<file path="src/rtl/ctl_pipe_pkg.sv">
// Shared constants for the control pipeline: instruction fields,
// bundle layout, bubble value and halt FSM states.
package ctl_pipe_pkg;

    localparam logic [1:0] CLS_LD  = 2'b00;
    localparam logic [1:0] CLS_ST  = 2'b01;
    localparam logic [1:0] CLS_BR  = 2'b10;
    localparam logic [1:0] CLS_ALU = 2'b11;

    localparam logic [3:0] OP_ADD = 4'b0000;
    localparam logic [3:0] OP_CMP = 4'b0101;
    localparam logic [3:0] OP_LIM = 4'b0110;
    localparam logic [3:0] OP_R7  = 4'b0111;
    localparam logic [3:0] OP_SH0 = 4'b1000;
    localparam logic [3:0] OP_SH3 = 4'b1011;
    localparam logic [3:0] OP_IN  = 4'b1100;
    localparam logic [3:0] OP_OUT = 4'b1101;
    localparam logic [3:0] OP_RE  = 4'b1110;
    localparam logic [3:0] OP_HLT = 4'b1111;

    localparam logic [2:0] BR_LI   = 3'b000;
    localparam logic [2:0] BR_ADDI = 3'b001;
    localparam logic [2:0] BR_B    = 3'b100;
    localparam logic [2:0] BR_BCC  = 3'b111;
    localparam logic [2:0] BR_NONE = 3'b111;

    localparam int O_VALID   = 0;
    localparam int O_MEM_RD  = 1;
    localparam int O_MEM_WR  = 2;
    localparam int O_REG_WR  = 3;
    localparam int O_ALU_S1  = 4;
    localparam int O_ALU_S2  = 5;
    localparam int O_M2R     = 6;
    localparam int O_OUT_EN  = 7;
    localparam int O_IN_EN   = 8;
    localparam int O_AOS     = 9;
    localparam int O_HALT    = 10;
    localparam int O_AS_BC   = 11;
    localparam int O_ALU_OP  = 12;
    localparam int O_BRANCH  = 16;
    localparam int O_REG_DST = 19;

    // Bundle width excluding reg_dst; reg_dst sits on top.
    localparam int CTL_FIXED_W = 19;
    localparam int CTL_W = CTL_FIXED_W + 3;

    localparam logic [CTL_W-1:0] BUBBLE = {3'b000, BR_NONE, 16'h0000};

    typedef enum logic [1:0] {
        ST_RUN,
        ST_DRAIN,
        ST_HALTED
    } state_e;

endpackage

</file>
<file path="src/rtl/ctl_decode.sv">
// Combinational decoder: 16-bit instruction to control bundle.
// The valid bit is always set; the pipeline decides what is loaded.
module ctl_decode
    import ctl_pipe_pkg::*;
#(
    parameter int REG_AW = 3
) (
    input  logic [15:0]                   inst,
    output logic [CTL_FIXED_W+REG_AW-1:0] ctl
);

    logic [1:0] cls;
    logic [3:0] op;
    logic [2:0] br;
    logic       c_ld;
    logic       c_st;
    logic       c_br;
    logic       c_alu;
    logic       unused;

    assign unused = ^inst[3:0];

    always_comb begin
        cls   = inst[15:14];
        op    = inst[7:4];
        br    = inst[13:11];
        c_ld  = (cls == CLS_LD);
        c_st  = (cls == CLS_ST);
        c_br  = (cls == CLS_BR);
        c_alu = (cls == CLS_ALU);
        ctl   = '0;

        ctl[O_VALID]  = 1'b1;
        ctl[O_MEM_RD] = c_ld;
        ctl[O_MEM_WR] = c_st;
        ctl[O_REG_WR] = (c_alu && !(op == OP_CMP || op == OP_R7
                        || op == OP_OUT || op == OP_RE
                        || op == OP_HLT))
                        || c_ld
                        || (c_br && (br == BR_LI || br == BR_ADDI));
        ctl[O_ALU_S1] = c_br && (br != BR_LI);
        ctl[O_ALU_S2] = !(c_alu && op <= OP_LIM);
        ctl[O_M2R]    = c_ld || (c_alu && op == OP_IN);
        ctl[O_OUT_EN] = c_alu && (op == OP_OUT);
        ctl[O_IN_EN]  = c_alu && (op == OP_IN);
        ctl[O_AOS]    = c_alu && (op >= OP_SH0) && (op <= OP_SH3);
        ctl[O_HALT]   = c_alu && (op == OP_HLT);
        ctl[O_AS_BC]  = c_alu && !(op == OP_R7 || op == OP_IN
                        || op == OP_OUT || op == OP_RE
                        || op == OP_HLT);

        if (c_alu)
            ctl[O_ALU_OP +: 4] = op;
        else if (c_br && br == BR_LI)
            ctl[O_ALU_OP +: 4] = OP_LIM;
        else
            ctl[O_ALU_OP +: 4] = OP_ADD;

        if (c_br && br == BR_BCC)
            ctl[O_BRANCH +: 3] = inst[10:8];
        else if (c_br && br == BR_B)
            ctl[O_BRANCH +: 3] = 3'b100;
        else
            ctl[O_BRANCH +: 3] = BR_NONE;

        // Loads name their target in the br field.
        ctl[O_REG_DST +: REG_AW] = c_ld ? inst[11 +: REG_AW]
                                        : inst[8 +: REG_AW];
    end

endmodule

</file>
<file path="src/rtl/ctl_pipe_stage.sv">
// Control pipeline: decode, stall/flush/load-use handling and
// a halt-drain FSM over NUM_STAGES registered bundle stages.
module ctl_pipe_stage
    import ctl_pipe_pkg::*;
#(
    parameter int NUM_STAGES = 3,
    parameter int REG_AW     = 3,
    parameter int HAZARD_EN  = 1
) (
    input  logic        clk,
    input  logic        rst,
    input  logic [15:0] inst,
    input  logic        inst_valid,
    output logic        inst_ready,
    input  logic        stall_in,
    input  logic        flush,
    output logic [NUM_STAGES*(CTL_FIXED_W+REG_AW)-1:0] ctl_stage,
    output logic        hazard_stall,
    output logic        halted
);

    localparam int CW   = CTL_FIXED_W + REG_AW;
    localparam int LAST = NUM_STAGES - 1;
    localparam logic [CW-1:0] BUB = {{REG_AW{1'b0}}, BR_NONE, 16'h0000};

    logic [CW-1:0]     ctl_q [NUM_STAGES];
    logic [CW-1:0]     ctl_d [NUM_STAGES];
    logic [CW-1:0]     dec;
    logic [REG_AW-1:0] rd0;
    state_e            state_q;
    state_e            state_d;
    logic              hazard;
    logic              ready;
    logic              accept;

    ctl_decode #(.REG_AW(REG_AW)) u_dec (
        .inst (inst),
        .ctl  (dec)
    );

    always_comb begin
        rd0    = ctl_q[0][O_REG_DST +: REG_AW];
        hazard = (HAZARD_EN != 0) && inst_valid
                 && ctl_q[0][O_VALID] && ctl_q[0][O_MEM_RD]
                 && (rd0 == inst[11 +: REG_AW]
                     || rd0 == inst[8 +: REG_AW]);
        ready  = (state_q == ST_RUN) && !stall_in && !hazard && !flush;
        accept = inst_valid && ready;

        for (int k = 0; k < NUM_STAGES; k++)
            ctl_d[k] = ctl_q[k];

        if (state_q == ST_HALTED) begin
            for (int k = 0; k < NUM_STAGES; k++)
                ctl_d[k] = BUB;
        end else if (stall_in) begin
            if (flush)
                ctl_d[0] = BUB;
        end else begin
            // A flush kills stage 0, so it must not advance into stage 1.
            for (int k = 1; k < NUM_STAGES; k++)
                ctl_d[k] = (k == 1 && flush) ? BUB : ctl_q[k-1];
            ctl_d[0] = accept ? dec : BUB;
        end

        state_d = state_q;
        if (state_q == ST_RUN && accept && dec[O_HALT])
            state_d = ST_DRAIN;
        if (state_d == ST_DRAIN) begin
            if (flush && ctl_q[0][O_VALID] && ctl_q[0][O_HALT])
                state_d = ST_RUN;
            else if (ctl_d[LAST][O_VALID] && ctl_d[LAST][O_HALT])
                state_d = ST_HALTED;
        end
    end

    always_ff @(posedge clk) begin
        if (rst) begin
            for (int k = 0; k < NUM_STAGES; k++)
                ctl_q[k] <= BUB;
            state_q <= ST_RUN;
        end else begin
            for (int k = 0; k < NUM_STAGES; k++)
                ctl_q[k] <= ctl_d[k];
            state_q <= state_d;
        end
    end

    for (genvar g = 0; g < NUM_STAGES; g++) begin : g_out
        assign ctl_stage[g*CW +: CW] = ctl_q[g];
    end

    assign inst_ready   = ready;
    assign hazard_stall = hazard && !rst;
    assign halted       = (state_q == ST_HALTED);

endmodule

</file>
<file path="config.mk">
export PLATFORM = sky130hd
export DESIGN_NAME = ctl_pipe_stage
export DESIGN_NICKNAME = d
export VERILOG_FILES = /design/src/rtl/ctl_pipe_pkg.sv /design/src/rtl/ctl_decode.sv /design/src/rtl/ctl_pipe_stage.sv
export SDC_FILE = /design/constraint.sdc
export NUM_CORES = 1
export LEC_CHECK = 0
export BUFFER_PORTS_ARGS = -buffer_cell sky130_fd_sc_hd__buf_2
export CORE_UTILIZATION = 30
export CTS_CLUSTER_DIAMETER = 150
export CTS_CLUSTER_SIZE = 24
export DETAILED_ROUTE_END_ITERATION = 10
export PLACE_DENSITY = 0.58
export SLEW_MARGIN = 20
export SYNTH_ARGS = -nofsm -noshare
export SYNTH_HDL_FRONTEND = slang
export SYNTH_HIERARCHICAL = 1
export SYNTH_SLANG_ARGS = --single-unit
</file>
<file path="constraint.sdc">
create_clock -name clk -period 2.6 [get_ports clk]
set_input_delay 0.13 -clock clk [delete_from_list [all_inputs] [get_ports clk]]
set_output_delay 0.13 -clock clk [all_outputs]
set_load 0.02 [all_outputs]
</file>
==> results.ini, run 1 <==
[sta]
relSlewSlack_pct=36.8
setup_violations=0
whs_ps=90.7
fin_tns_setup_ps=0
drv_slew=0
clock.fmax_mhz=557
fin_crit_ps=1790
finalClockSkew_ps=6.99
hold_viol_final=0
worstMarginPinSlew_ps=940
rsz0062_at_grt=no
period_share_pct=69.0

[clocking]
cts_root_buf=clkbuf_8
cts_tree=built
clk_pin_slew_ps=80
hold_buffers=0
clock_latency_ps=340
cts_buffers=9
cts.sinks=68
cts-resized-gates=0
max-clock-path-buffers=2
cts_setup_buffers=0
htreeDepth=3

[setup_path]
path_delay_family=flip-flops
crit_path_top_delay_cell=dfxtp_1
slowest_delay_ps=480
critical_path_buf_inv_count=1
end_kind=output port
crit_arrival_ps=1660
crit_required_ps=2470
worstPathCellList=xnor2_1, nand4_1, a21oi_1, buf_2
crit_type=reg -> out
crit_path_start_kind=flop
critical_path_peak_fanout=5

[die]
die-area_um2=9780
die_w_um=98.9
coreArea_um2=8890
rows=34
dieHeight_um=98.9
initial_core_util_pct=31.7
pin_count=90

[global_routing]
gr-total-overflow=0
grt_pass1_vias=2223
grt_max_degree=40
grt_pass1_wl_um=10900
antenna_found_initial=0
grt_usage_pct=14.1

[yosys]
synth_xor_area_share_pct=1.87
synth_top_area_share_pct=48.3
synth_fa_ha_area_share_pct=0
synth_compound_area_share_pct=13.6
synth_area_leader_cell=dfxtp_1
synth_seq_cells=68
synthSimpleGateAreaFrac_pct=22.2
syn_inst=313
synth_area_leaders=dfxtp_1 48%, mux2i_1 7.8%, nand2_1 6.9%
yosysWarnings=6
synth_top_family_by_area=simple AND/OR/NAND/NOR gates
synth.area.mux_share_pct=9.01
yosysUniqueCellTypes=43
syn_nets=334
syn_avg_cell_area_um2=9.00
netlist_area_um2=2820
ys_seq_area_share_pct=48.3

[power]
power_frac_comb_pct=6.5
swShare_pct=23.2
power_density_nw_per_um2=642
switching_power_mw=0.524
finalPower_mw=2.26
seqPwrFrac_pct=46.5
clockPowerShare_pct=47.1
p_leak_nw=1.55
p_int_mw=1.74
ir_worst_vdd_mv=0.215

[drt]
ant_nets=0
vias_per_cell=4.75
routed_wl_um=6720
drt_iter0_markers=87
via_count=2405
dr.pass1.iters=4
drcViolationCount=0
wl_per_cell_um=13.3

[cells_and_area]
design_area_um2=3530
drive_above_1_share_pct=29.9
diodes=0
layout.nets=414
area_growth_pct=25.1

[place]
hpwl_um=4960
place_congestion=0.814
placed_area_um2=3280
numPortBuffers=85

[status]
status=complete, no violations

[job]
maxCapViolCount=0

[hold_path]
worstHoldPathType=in -> reg

-- logic make-up (layout without fill, tap and decap cells) --
group / Yosys count / count (layout)
DFF: 68 / 68
and+or+nand+nor: 131 / 131
muxes: 25 / 25
xor gates and xnor gates: 6 / 6
buffers and inverters: 23 / 108
AOI/OAI and AO/OA: 59 / 59
other: 1 / 1
-- cell type report --
class | instances | area [um^2]
Inverter | 4 | 15.0
Clock inverter | 7 | 124
Multi-Input combinational cell | 222 | 1320
Clock buffer | 9 | 124
Timing Repair Buffer | 88 | 448
Fill cell | 932 | 5370
Tap cell | 108 | 135
Sequential cell | 68 | 1360
-- registers in the layout, indices dropped and copies added (netlist names) --
name	count
ctl_q	66
state_q	2
-- cells in the mapped netlist, drive strengths merged --
cell    count
or2         3
a21o        1
a21bo       1
nand2b      3
mux2i      22
xnor2       6
o22ai       3
buf        14
o32a        3
nor3        3
mux2        3
or3         1
inv         4
clkbuf      5
a211oi      1
nand2      52
a21oi       5
o22a        1
nor4b       1
o31ai       2
nand4       3
nand3       6
and3        2
nor4        1
dfxtp      68
a31oi       2
nor2b       3
o21ai      21
conb        1
a22oi      19
nor2       53
-- per-layer routing --
| layer | wire (um) | track usage [%] | vias up |
|---|---|---|---|
| met5 | 0 | 0 | - |
| met4 | 118 | 6.54 | 0 |
| met3 | 284 | 3.48 | 14 |
| met2 | 2980 | 21.5 | 51 |
| met1 | 3340 | 18.8 | 1110 |
| li1 | - | - | 1230 |
-- stage by stage --
step / cells / setup slack, ps / utilization [%]
after floorplan: 313 / 1140 / -
after global placement: 490 / 1000 / 36.9
final: 506 / 805 / 39.7
after global routing: 506 / 714 / 39.7
after detailed placement: 490 / 980 / 36.9
after CTS: 506 / 805 / 39.7
-- final timing paths --
path | slack [ps] | cells after the start | end | from
hold reg to reg | 480 | 2 | ctl_q[0][62] | ctl_q[0][62]
setup reg to reg | 1000 | 4 | ctl_q[0][16] | ctl_q[0][19]
hold / removal | 90 | 2 | state_q[0] | rst
setup / recovery | 810 | 4 | hazard_stall | ctl_q[0][21]
-- power groups by stage --
stage	registers (mW)	clock network, mW	logic [mW]
after floorplan	1.08	0	0.0994
after global placement	1.08	0	0.147
after detailed placement	1.08	0	0.148
after CTS	1.05	1.09	0.149
after global routing	1.05	1.14	0.162
final	1.05	1.07	0.147
-- cell usage in the layout (no fill, tap or decap), types with 2 or more instances in the layout --
cell / synthesis / layout
o31ai_1: 2 / 2
o22ai_1: 3 / 3
nand3_1: 5 / 5
nor3_1: 3 / 3
o32a_1: 3 / 3
nand2b_1: 3 / 3
buf_2: 7 / 85
and3_1: 2 / 2
dfxtp_1: 68 / 68
xnor2_1: 6 / 6
inv_1: 3 / 3
clkinv_4: 0 / 2
clkbuf_8: 0 / 9
buf_4: 3 / 3
nand2_1: 52 / 52
nor2_1: 50 / 50
bufinv_16: 0 / 3
nor2b_1: 2 / 2
a21oi_1: 5 / 5
a22oi_1: 19 / 19
mux2_2: 3 / 3
o21ai_1: 4 / 4
nor2_4: 2 / 2
o21ai_0: 17 / 17
a31oi_1: 2 / 2
nand4_1: 2 / 2
mux2i_1: 22 / 22
Note: power is estimated with default switching activity, not from simulation.
==> run 2, diff against run 1 <==
- ABC_AREA: unset -> 1
- PLACE_DENSITY: 0.58 -> 0.57
- clock period: 2.6 -> 1.7 ns (I/O delays scaled with it)
==> results.ini, run 2 <==
[status]
status=complete, no violations  ; unchanged

[yosys]
yosysWarnings=6  ; unchanged
ys.flop_type=dfxtp_1  ; unchanged
synth.most_common_cell=nand2_1  ; was dfxtp_1
synth_top_area_share_pct=45.4  ; was 48.3%
netlist_area_um2=3000  ; was 2820 um^2
ys_seq_area_share_pct=45.4  ; was 48.3%
syn_nets=427  ; was 334
synth_seq_cells=68  ; unchanged
synth_area_leaders=dfxtp_1 45%, nand2_1 13%, nand3_1 12%  ; was dfxtp_1 48%, mux2i_1 7.8%, nand2_1 6.9%
yosysUniqueCellTypes=30  ; was 43
syn_inst=406  ; was 313
synth_area_leader_cell=dfxtp_1  ; unchanged
ys_async_sr_fraction_pct=0  ; unchanged
synth-edff-count=0  ; unchanged
synth_common_cells=102 x nand2_1, 74 x nand3_1, 68 x dfxtp_1, 47 x a21oi_1, 22 x inv_1  ; was 68 x dfxtp_1, 52 x nand2_1, 50 x nor2_1, 22 x mux2i_1, 19 x a22oi_1
syn_avg_cell_area_um2=7.39  ; was 9.00 um^2

[power]
clockPowerShare_pct=45.4  ; was 47.1%
p_leak_nw=1.66  ; was 1.55 nW
swShare_pct=24.9  ; was 23.2%
switching_power_mw=0.897  ; was 0.524 mW
p_int_mw=2.70  ; was 1.74 mW
power_density_nw_per_um2=934  ; was 642 nW/um^2
seqPwrFrac_pct=45.2  ; was 46.5%
power_frac_comb_pct=9.4  ; was 6.5%
ir_worst_vdd_mv=0.548  ; was 0.215 mV

[drt]
wl_per_cell_um=12.6  ; was 13.3 um
dr.pass1.iters=4  ; unchanged
via_count=2940  ; was 2405
ant_nets=0  ; unchanged
routed_wl_um=7930  ; was 6720 um
drt_iter0_markers=95  ; was 87
drcViolationCount=0  ; unchanged
vias_per_cell=4.68  ; was 4.75

[sta]
worstMarginPinSlew_ps=543  ; was 940 ps
rsz0062_at_grt=yes  ; was no
fin_crit_ps=1600
drv_slew=0  ; unchanged
setup_violations=0  ; unchanged
clock.fmax_mhz=623
finalClockSkew_ps=12.8  ; was 6.99 ps
whs_ps=100  ; was 90.7 ps
relSlewSlack_pct=63.8  ; was 36.8%
period_share_pct=94.4
fin_ws_ps=95.2  ; was 805 ps
hold_viol_final=0  ; unchanged

[hold_path]
worstHoldPathType=in -> reg  ; unchanged

[place]
post-place-ws_ps=267  ; was 980 ps
placed_area_um2=3560  ; was 3280 um^2
place_congestion=0.840  ; was 0.814
hpwl_um=5570  ; was 4960 um
dp_cells=608  ; was 490
numPortBuffers=85  ; unchanged

[global_routing]
gr-total-overflow=0  ; unchanged
antenna_found_initial=1  ; was 0
grt_usage_pct=15.8  ; was 14.1%
grt_pass1_wl_um=12700  ; was 10900 um
grt_pass1_vias=2630  ; was 2223
grt_max_degree=53  ; was 40

[cells_and_area]
fillers=1083  ; was 932
layout.nets=511  ; was 414
drive_above_1_share_pct=29.1  ; was 29.9%
largest-register=ctl_q  ; unchanged
final_cells=628  ; was 506
area_growth_pct=28.4  ; was 25.1%
final_common_cell=nand2_1  ; was buf_2
layout_common_cells=102 x nand2_1, 83 x buf_2, 74 x nand3_1  ; was 85 x buf_2, 68 x dfxtp_1, 52 x nand2_1
largest_reg_flops=66  ; unchanged
diodes=0  ; unchanged
regArea_um2=1370  ; was 1360 um^2
post-route-util_pct=39.6  ; was 39.7%
design_area_um2=3850  ; was 3530 um^2
multi_input_area_um2=1400  ; was 1320 um^2
reg_top3=ctl_q x66, state_q x2  ; unchanged

[setup_path]
critical_path_peak_fanout=8  ; was 5
crit_type=reg -> out  ; unchanged
crit_arrival_ps=1520  ; was 1660 ps
end_kind=output port  ; unchanged
ff2ff_setup_slack_ps=250  ; was 1000 ps
crit_path_start_kind=flop  ; unchanged
crit_required_ps=1620  ; was 2470 ps

[clocking]
cts_root_buf=clkbuf_8  ; unchanged
max-clock-path-buffers=2  ; unchanged
clock_latency_ps=350  ; was 340 ps
cts.sinks=68  ; unchanged
cts_buffers=9  ; unchanged
cts_tree=built  ; unchanged
clk_pin_slew_ps=70  ; was 80 ps
htreeDepth=3  ; unchanged

[die]
die-area_um2=10400  ; was 9780 um^2
coreArea_um2=9730  ; was 8890 um^2
dieHeight_um=102  ; was 98.9 um
die_w_um=102  ; was 98.9 um
initial_core_util_pct=30.9  ; was 31.7%
rows=36  ; was 34
pin_count=90  ; unchanged

[job]
maxCapViolCount=0  ; unchanged

## run 2: area by class of cell
type,count,area share [%]
tap,133,4.32
multi-input combinational,284,36.2
timing repair buffer,101,15.0
sequential,68,35.6
inverter,26,2.53
clock inverter,7,3.18
clock buffer,9,3.21
## run 2: worst max-delay path, cell delays in order (launching register included)
cell,delay (ps)
dfxtp_1,360
nor4_4,300
a21boi_4,260
buf_12,130
buf_4,140
## run 2: kinds of logic (layout without fill, tap and decap cells)
logic type	Yosys count	in the layout	synth area share, %
simple gates	207	207	31.7
compound gates	75	75	14.3
flops	68	68	45.4
buf+inv	54	143	8.17
other cells	1	1	0.125
xor+xnor	1	1	0.292
## run 2: timing repair
action / 4_1_cts / 5_1_grt
gates resized for setup: 4 / 3
setup buffers: 0 / 3
endpoints found under the hold margin: 2 / 0
hold buffers: 1 / 0
endpoints found under the setup margin: 2 / 2
## run 2: power groups by stage
stage               clock (mW)  combinational (mW)  sequential (mW)
floorplan                    0               0.196             1.69
global placement             0               0.328             1.67
detailed placement           0               0.333             1.67
CTS                       1.67               0.336             1.63
global route              1.74               0.377             1.63
finish                    1.63               0.340             1.63
## run 2: metal layers
layer | vias to the layer above | global-route usage [%] | routed length, um
met5 | - | 0 | 10
met4 | 2 | 5.27 | 95
met3 | 10 | 5.68 | 489
met2 | 67 | 24.5 | 3620
met1 | 1348 | 20.3 | 3720
li1 | 1513 | - | -
## run 2: final timing paths
kind | start | end | depth (start not counted)
min reg2reg | ctl_q[0][47] | ctl_q[0][47] | 2
max reg2reg | state_q[1] | ctl_q[0][4] | 6
min | inst[6] | ctl_q[0][9] | 4
max | state_q[1] | inst_ready | 4
## run 2: metrics by stage
stage / setup TNS (ps) / power (mW)
floorplan: 0 / 1.89
global placement: 0 / 1.99
detailed placement: 0 / 2.00
CTS: 0 / 3.63
global route: -4.50 / 3.75
finish: 0 / 3.60
==> run 3, diff against run 2 <==
- CORE_ASPECT_RATIO: unset -> 1.4
==> results.ini, run 3 (synthesis gave the netlist of run 2 again) <==
[power]
p_leak_nw=1.65  ; was 1.66 nW
switching_power_mw=0.862  ; was 0.897 mW
swShare_pct=23.3  ; was 24.9%
power_frac_comb_pct=8.9  ; was 9.4%
clockPowerShare_pct=46.9  ; was 45.4%
seqPwrFrac_pct=44.1  ; was 45.2%
p_int_mw=2.83  ; was 2.70 mW
power_density_nw_per_um2=962  ; was 934 nW/um^2
ir_worst_vdd_mv=0.429  ; was 0.548 mV

[setup_path]
worstPathCellList=nor4_4, a21boi_4, buf_12, buf_4  ; unchanged
crit_path_start_kind=flop  ; unchanged
slowest_delay_ps=350  ; was 360 ps
crit_type=reg -> out  ; unchanged
crit_arrival_ps=1530  ; was 1520 ps
crit_required_ps=1620  ; about the same
crit_path_top_delay_cell=dfxtp_1  ; unchanged
critical_path_peak_fanout=19  ; was 8
ff2ff_setup_slack_ps=350  ; was 250 ps
end_kind=output port  ; unchanged

[hold_path]
worstHoldPathType=in -> reg  ; unchanged

[clocking]
clock_latency_ps=330  ; was 350 ps
cts.sinks=68  ; unchanged
cts_setup_buffers=0  ; unchanged
cts_buffers=9  ; unchanged
cts_tree=built  ; unchanged
htreeDepth=3  ; unchanged
clk_pin_slew_ps=50  ; was 70 ps
cts_root_buf=clkbuf_16  ; was clkbuf_8
max-clock-path-buffers=2  ; unchanged

[sta]
rsz0062_at_grt=no  ; was yes
whs_ps=9.57  ; was 100 ps
fin_crit_ps=1610  ; was 1600 ps
fin_tns_setup_ps=0  ; unchanged
setup_violations=0  ; unchanged
finalClockSkew_ps=6.62  ; was 12.8 ps
clock.fmax_mhz=621  ; was 623 MHz
period_share_pct=94.7  ; was 94.4%
drv_slew=0  ; unchanged
relSlewSlack_pct=62.9  ; was 63.8%
hold_viol_final=0  ; unchanged
worstMarginPinSlew_ps=556  ; was 543 ps

[drt]
drt_iter0_markers=184  ; was 95
drcViolationCount=0  ; unchanged
routed_wl_um=7640  ; was 7930 um
vias_per_cell=4.65  ; was 4.68
ant_nets=0  ; unchanged
dr.pass1.iters=4  ; unchanged
via_count=2872  ; was 2940
wl_per_cell_um=12.4  ; was 12.6 um

[cells_and_area]
diodes=0  ; unchanged
largest-register=ctl_q  ; unchanged
largest_reg_flops=66  ; unchanged
reg_top3=ctl_q x66, state_q x2  ; unchanged
area_growth_pct=27.9  ; was 28.4%
layout.nets=504  ; was 511
drive_above_1_share_pct=27.8  ; was 29.1%
layout_common_cells=101 x nand2_1, 84 x buf_2, 74 x nand3_1  ; was 102 x nand2_1, 83 x buf_2, 74 x nand3_1
final_common_cell=nand2_1  ; unchanged

[global_routing]
grt_max_degree=56  ; was 53
gr-total-overflow=0  ; unchanged
grt_pass1_wl_um=12400  ; was 12700 um
grt_usage_pct=15.2  ; was 15.8%
antenna_found_initial=0  ; was 1
grt_pass1_vias=2537  ; was 2630

[die]
initial_core_util_pct=31.4  ; was 30.9%
coreArea_um2=9560  ; was 9730 um^2
pin_count=90  ; unchanged
die_w_um=86.5  ; was 102 um
dieHeight_um=120  ; was 102 um
rows=42  ; was 36
die-area_um2=10400  ; about the same

[place]
place_congestion=0.803  ; was 0.840
numPortBuffers=85  ; unchanged
hpwl_um=5340  ; was 5570 um

[job]
maxCapViolCount=0  ; unchanged

[status]
status=complete, no violations  ; unchanged

## run 3: cell count changes in the layout (fill, tap and decap cells not counted), moves of 2 or more
cell	before	now
clkbuf_16	0	9
buf_4	15	7
clkbuf_1	0	2
bufinv_16	3	1
clkinv_2	0	2
clkbuf_8	9	0
clkinvlp_4	2	0
## run 3: layer usage
metal	track usage [%]	vias to the layer above	share of wire (%)
li1	-	1504	-
met1	18.9	1296	46
met2	25.0	60	49
met3	2.87	12	3.5
met4	7.71	0	1.9
met5	0	-	0
## run 3: area by class of cell
type	count	area (um^2)
clock buffer	11	233
clock inverter	3	40.0
fill	1037	5730
inverter	26	97.6
multi-input combinational	284	1400
sequential	68	1370
tap	132	165
timing repair buffer	94	533
## run 3: critical path: cells and delay by family, from the launching register on
kind,cells,cell delay [ps]
flip-flops,1,350
buffers and inverters,2,310
AND/OR/NAND/NOR,1,280
AO/OA/AOI/OAI,1,250
## run 3: stage by stage
step                      power (mW)  cell area, um^2  std cells  util [%]  setup WS (ps)
after global routing            3.84             3840        618      40.1           21.2
after detailed placement        2.00             3550        604      37.1            267
after global placement          1.99             3550        604      37.1            314
after CTS                       3.74             3830        618      40.0           29.9
final                           3.69             3840        618      40.1           89.4
after floorplan                 1.89             3000        406         -            188
## run 3: worst paths after layout
path | start | end | depth (start not counted)
setup / recovery | state_q[1] | inst_ready | 4
hold / removal | rst | ctl_q[0][54] | 2
hold reg to reg | ctl_q[0][47] | ctl_q[0][47] | 2
setup reg to reg | state_q[1] | ctl_q[0][3] | 5
## run 3: power by group through the flow
stage | Sequential, mW | Combinational [mW] | Clock, mW
CTS | 1.63 | 0.331 | 1.78
floorplan | 1.69 | 0.196 | 0
global route | 1.63 | 0.366 | 1.84
global placement | 1.67 | 0.326 | 0
finish | 1.63 | 0.330 | 1.73
detailed placement | 1.67 | 0.330 | 0
## run 3: timing repair
item / 4_1_cts / 5_1_grt
gates resized for setup: 3 / 5
hold buffers: 0 / 0
endpoints found under the setup margin: 1 / 2
pin swaps: 0 / 0
endpoints found under the hold margin: 0 / 0
